===== src/rtl/popcount_sequencer.sv =====
// popcount_sequencer: counts bits equal to in_match over a WIDTH-bit word, CHUNK bits per cycle, with valid/ready on both sides.
// Define POPCNT_ONEHOT_EN to add registered out_onehot/out_onehot0 result flags.
module popcount_sequencer #(
  parameter int WIDTH = 16,
  parameter int CHUNK = 4
) (
  input  logic                       clk,
  input  logic                       rst,
  input  logic                       in_valid,
  output logic                       in_ready,
  input  logic [WIDTH-1:0]           in_data,
  input  logic                       in_match,
  output logic                       out_valid,
  input  logic                       out_ready,
  output logic [$clog2(WIDTH+1)-1:0] out_count,
  output logic                       busy
`ifdef POPCNT_ONEHOT_EN
  ,
  output logic                       out_onehot,
  output logic                       out_onehot0
`endif
);
  localparam int NCHUNK = WIDTH / CHUNK;
  localparam int CW = $clog2(WIDTH + 1);
  localparam int IW = NCHUNK > 1 ? $clog2(NCHUNK) : 1;
  typedef enum logic [1:0] {IDLE, SCAN, DONE} state_t;
  state_t state;
  logic [WIDTH-1:0] word;
  logic [IW-1:0] idx;
  logic [CHUNK-1:0] chunk;
  logic [CW-1:0] cnt, sum;
  logic last;
  assign in_ready = state == IDLE && !rst;
  assign chunk = word[idx*CHUNK +: CHUNK];
  assign last = idx == IW'(NCHUNK - 1);
  // out_count doubles as the accumulator; only its DONE value is meaningful
  always_comb begin
    cnt = '0;
    for (int i = 0; i < CHUNK; i++) cnt = cnt + CW'(chunk[i]);
    sum = out_count + cnt;
  end
  always_ff @(posedge clk) begin
    if (rst) begin
      state     <= IDLE;
      word      <= '0;
      idx       <= '0;
      out_valid <= 1'b0;
      out_count <= '0;
      busy      <= 1'b0;
`ifdef POPCNT_ONEHOT_EN
      out_onehot  <= 1'b0;
      out_onehot0 <= 1'b0;
`endif
    end else if (state == IDLE) begin
      if (in_valid) begin
        state     <= SCAN;
        word      <= in_match ? in_data : ~in_data;
        idx       <= '0;
        out_count <= '0;
        busy      <= 1'b1;
`ifdef POPCNT_ONEHOT_EN
        out_onehot  <= 1'b0;
        out_onehot0 <= 1'b0;
`endif
      end
    end else if (state == SCAN) begin
      out_count <= sum;
      idx       <= last ? '0 : idx + 1'b1;
      if (last) begin
        state     <= DONE;
        out_valid <= 1'b1;
`ifdef POPCNT_ONEHOT_EN
        out_onehot  <= sum == CW'(1);
        out_onehot0 <= sum <= CW'(1);
`endif
      end
    end else if (out_ready) begin
      state     <= IDLE;
      out_valid <= 1'b0;
      busy      <= 1'b0;
    end
  end
endmodule


===== config.mk =====
export PLATFORM = sky130hd
export DESIGN_NAME = popcount_sequencer
export DESIGN_NICKNAME = d
export VERILOG_FILES = /design/src/rtl/popcount_sequencer.sv
export SDC_FILE = /design/constraint.sdc
export NUM_CORES = 1
export LEC_CHECK = 0
export BUFFER_PORTS_ARGS = -buffer_cell sky130_fd_sc_hd__buf_2
export CAP_MARGIN = 20
export CORE_MARGIN = 4
export CORE_UTILIZATION = 53
export CTS_CLUSTER_DIAMETER = 30
export DETAILED_ROUTE_END_ITERATION = 6
export PLACE_DENSITY = 0.77
export SLEW_MARGIN = 5
export SYNTH_ARGS = -nofsm -noshare
export SYNTH_HDL_FRONTEND = slang
export SYNTH_SLANG_ARGS = --single-unit

===== constraint.sdc =====
create_clock -name clk -period 3.9 [get_ports clk]
set_input_delay 0 -clock clk [delete_from_list [all_inputs] [get_ports clk]]
set_output_delay 0 -clock clk [all_outputs]
set_load 0.05 [all_outputs]

==> metrics.md <==
| Metric | Value |
|---|---|
| Result of the run | finished clean |
| Number of core rows | 18 |
| H-tree level count | 1 |
| Min setup slack post-route | 0.744 ns |
| Detailed Route Iter0 Violations | 49 |
| Routed len/inst | 13.4 µm |
| Max Cap Viol | 0 |
| Unique cell type count in the Yosys netlist | 31 |
| Initial cell density of the core | 56.3% |
| Worst Path Buf+Inv | 1 |
| Crit Path Max Fanout | 7 |
| Slew Limit Headroom | 50.3% |
| CP Capture Type | flop |
| CP arrival | 3.40 ns |
| Clock latency reported for the late side of the worst-skew pair | 0.33 ns |
| Largest incremental delay on the critical path | 0.57 ns |
| Count of buffers added by post-CTS timing repair for setup | 0 |
| Post-place setup slack | 0.755 ns |
| Cell-internal power | 0.000395 W |
| Vias in the first global route | 1134 |
| Crit Reg-Reg Endpoint | out_count[4]$_SDFFE_PP0P_ |
| Power Dens Cells | 323 nW/µm² |
| Reg area | 541 µm² |
| Routed vias/inst | 5.32 |
| Clock network fraction of total power | 22.2% |
| Number of nets in the final layout | 224 |
| Synthesis-stage register bit count | 27 |
| Endpoint of the worst hold path | state[0]$_SDFFE_PP0P_ |
| Maximum resistive drop on vdd | 0.210 mV |
| Sequential power share | 55.1% |
| HPWL Detailed | 2.10 mm |
| Maximum number of pins on one net before global-route repair | 31 |
| CTS tree | done |
| Master of the slowest instance on the critical path | mux4_2 |
| Net Switching | 0.000163 W |
| Number of cells in the design after placement | 206 |
| Length of the first detailed-routing pass in iterations | 4 |
| Total track usage | 19.3% |
| Number of antenna violations at the first check in global routing | 0 |
| R2r startpoint | idx[0]$_SDFFE_PP0P_ |
| Sw Share | 29.2% |
| Number of endpoints failing setup at the final stage | 0 |
| Worst hold-check path type | in2reg |
| Cell depth of the worst flop-to-flop path | 7 |
| Area of combinational cells with multiple inputs | 790 µm² |
| DR vias | 1208 |
| Clock buffer count from CTS | 3 |
| Critical path startpoint category | flop |
| CTS Root Buffer Type | clkbuf_4 |
| Area of the core | 2520 µm² |
| Sequential share of the synthesized area | 38.1% |
| Number of buffer cells added on primary ports | 28 |
| Clock net sink count | 27 |
| Die X-Extent | 59.8 µm |
| Sequence of cells on the critical path | mux4_2 -> fa_1 -> inv_1 -> fa_1 -> fa_1 -> nand4b_1 -> mux2_2 |
| GPL Wtd Cong | 0.773 |
| Diodes inserted | 0 |
| Final period utilization | 80.9% |
| Critical path type | reg2reg |
| Pins over their slew limit | 0 |
| Total Die Area | 3570 µm² |
| Mean instance size in the synthesized netlist | 8.93 µm² |
| Share of layout cells above drive strength 1 | 19.3% |
| Number of standard cells in the layout, taps in and fillers out | 227 |
| Critical path's top delay family | adder cells |
| Number of resized instances in the post-cts repair step | 0 |
| Hold Vio Cnt, Final | 0 |
| Chip Height | 59.8 µm |
| Count of mapped cells out of synthesis | 159 |
| Fill cell count | 213 |
| Clock transition at the registers of the reported paths | 0.14 ns |
| Net Count, Synth | 185 |
| Comb pwr share | 22.7% |
| Post-Route WL | 3.04 mm |
| Actual transition at the worst max-transition pin | 0.745 ns |
| Layout overhead on the synthesized area | 21.6% |
| Global-route wire length before repair | 5.12 mm |
| Top-level port count | 29 |
| Worst-case clock buffer depth | 2 |
| Worst hold path depth | 4 |
| # DRC | 0 |
| Crit path required time | 4.14 ns |
| Number of nets with antenna violations after routing | 0 |
| Static leakage power | 0.694 nW |
| Reg2reg setup slack | 0.74 ns |
| Launching element of the worst setup path | idx[0]$_SDFFE_PP0P_ |
| Final critical-path required period | 3.16 ns |
| Warnings from Yosys | 0 |
| Dominant cell type by count on the critical path | fa_1 |
| Synthesized area | 1420 µm² |
| Clock tree skew after final layout | 0.00446 ns |
| Setup TNS | 0 ns |
| Maximum frequency from static timing analysis | 0.317 GHz |
| Remaining global-route overflow | 0 |
| Worst min-delay path startpoint | in_valid |
| RSZ-0062 raised after global routing | false |
cells by family (layout without fill, tap and decap cells):
kind of cell | after synthesis | count (layout) | share of synthesized area (%)
AND/OR/NAND/NOR | 58 | 58 | 19.5
AO/OA/AOI/OAI | 30 | 30 | 12.3
flip-flops | 27 | 27 | 38.1
buffers and inverters | 17 | 55 | 6.34
XOR/XNOR | 16 | 16 | 9.87
multiplexers | 6 | 6 | 7.93
adder cells (fa/ha/maj) | 5 | 5 | 5.99
layer usage:
| layer | GRT usage (%) | share of wire [%] | wire [µm] |
|---|---|---|---|
| met1 | 23.3 | 41 | 1250 |
| met2 | 30.9 | 50 | 1530 |
| met3 | 5.18 | 5.4 | 165 |
| met4 | 10.8 | 3.0 | 91 |
| met5 | 0 | 0 | 0 |
cell type report:
| cell class | instances | area share [%] |
|---|---|---|
| inverter | 6 | 1.30 |
| tap | 30 | 2.17 |
| timing repair buffer | 45 | 18.0 |
| clock buffer | 4 | 1.52 |
| multi-input combinational | 115 | 45.7 |
| sequential | 27 | 31.3 |
stage by stage:
step	total power [W]	util, %	area (µm²)	hold slack [ns]
floorplan	0.000402	-	1420	0.194
global placement	0.000421	60.7	1530	0.296
detailed placement	0.000428	60.7	1530	0.308
CTS	0.000560	68.5	1730	0.0350
global route	0.000589	68.5	1730	0.0546
finish	0.000558	68.5	1730	0.0459
power groups by stage:
stage | Clock (W) | Combinational (W) | Sequential, W
2_1_floorplan | 0 | 0.0000873 | 0.000315
3_3_place_gp | 0 | 0.000109 | 0.000313
3_5_place_dp | 0 | 0.000114 | 0.000314
4_1_cts | 0.000125 | 0.000127 | 0.000307
5_1_grt | 0.000139 | 0.000140 | 0.000310
6_report | 0.000124 | 0.000127 | 0.000307
state kept, by name, summed over array words and instances (netlist names):
signal     flops
word          16
out_count      5
idx            2
state          2
busy           1
out_valid      1
tightest hold or removal path, delay by kind of cell:
family	cells	cell delay (ns)
AO/OA/AOI/OAI	2	0.16
AND/OR/NAND/NOR	1	0.06
buffers and inverters	1	0.12
cell usage after synthesis, drive strengths merged:
| library cell | n | share of area (%) |
|---|---|---|
| o211ai | 1 | 0.53 |
| mux4 | 4 | 6.3 |
| nand4b | 1 | 0.62 |
| nand3 | 1 | 0.35 |
| fa | 3 | 4.2 |
| nand2 | 34 | 9.0 |
| dfxtp | 27 | 38 |
| nor3b | 3 | 2.4 |
| buf | 11 | 4.8 |
| or3b | 1 | 0.62 |
| o21bai | 1 | 0.53 |
| and2b | 1 | 0.53 |
| and3b | 1 | 0.62 |
| nor4b | 1 | 0.62 |
| xnor2 | 16 | 9.9 |
| inv | 6 | 1.6 |
| nor2b | 1 | 0.44 |
| ha | 2 | 1.8 |
| a21oi | 21 | 7.4 |
| a2bb2oi | 3 | 1.9 |
| a31oi | 1 | 0.44 |
| nor3 | 1 | 0.35 |
| a21o | 1 | 0.53 |
| a22oi | 2 | 1.1 |
| nor2 | 10 | 2.6 |
| nand2b | 3 | 1.3 |
| mux2 | 2 | 1.6 |
what timing repair did:
action | in CTS | in global routing
hold buffers | 17 | 0
endpoints found under the hold margin | 18 | 0
setup endpoints to repair | 0 | 0
placed cells by master (no fill, tap or decap), types with 2 or more instances in the layout:
cell | netlist | routed
mux2_2 | 2 | 2
nand2b_1 | 3 | 3
a21oi_1 | 21 | 21
dfxtp_1 | 27 | 27
dlygate4sd3_1 | 0 | 17
ha_1 | 2 | 2
mux4_2 | 4 | 4
xnor2_1 | 16 | 16
clkbuf_4 | 0 | 3
buf_2 | 6 | 28
fa_1 | 3 | 3
inv_1 | 6 | 6
nand2_1 | 34 | 34
a2bb2oi_1 | 3 | 3
nor3b_1 | 2 | 2
nor2_1 | 10 | 10
a22oi_1 | 2 | 2
worst max-delay path by stage:
stage | to | slack, ns | cells after the start
2_1_floorplan | out_count[4]$_SDFFE_PP0P_ | 0.91 | 8
3_3_place_gp | out_count[4]$_SDFFE_PP0P_ | 0.84 | 7
3_5_place_dp | out_count[4]$_SDFFE_PP0P_ | 0.75 | 7
4_1_cts | out_count[4]$_SDFFE_PP0P_ | 0.72 | 7
5_1_grt | out_count[2]$_SDFFE_PP0P_ | 0.62 | 8
6_report | out_count[4]$_SDFFE_PP0P_ | 0.74 | 7
Note: power is estimated with default switching activity, not from simulation.
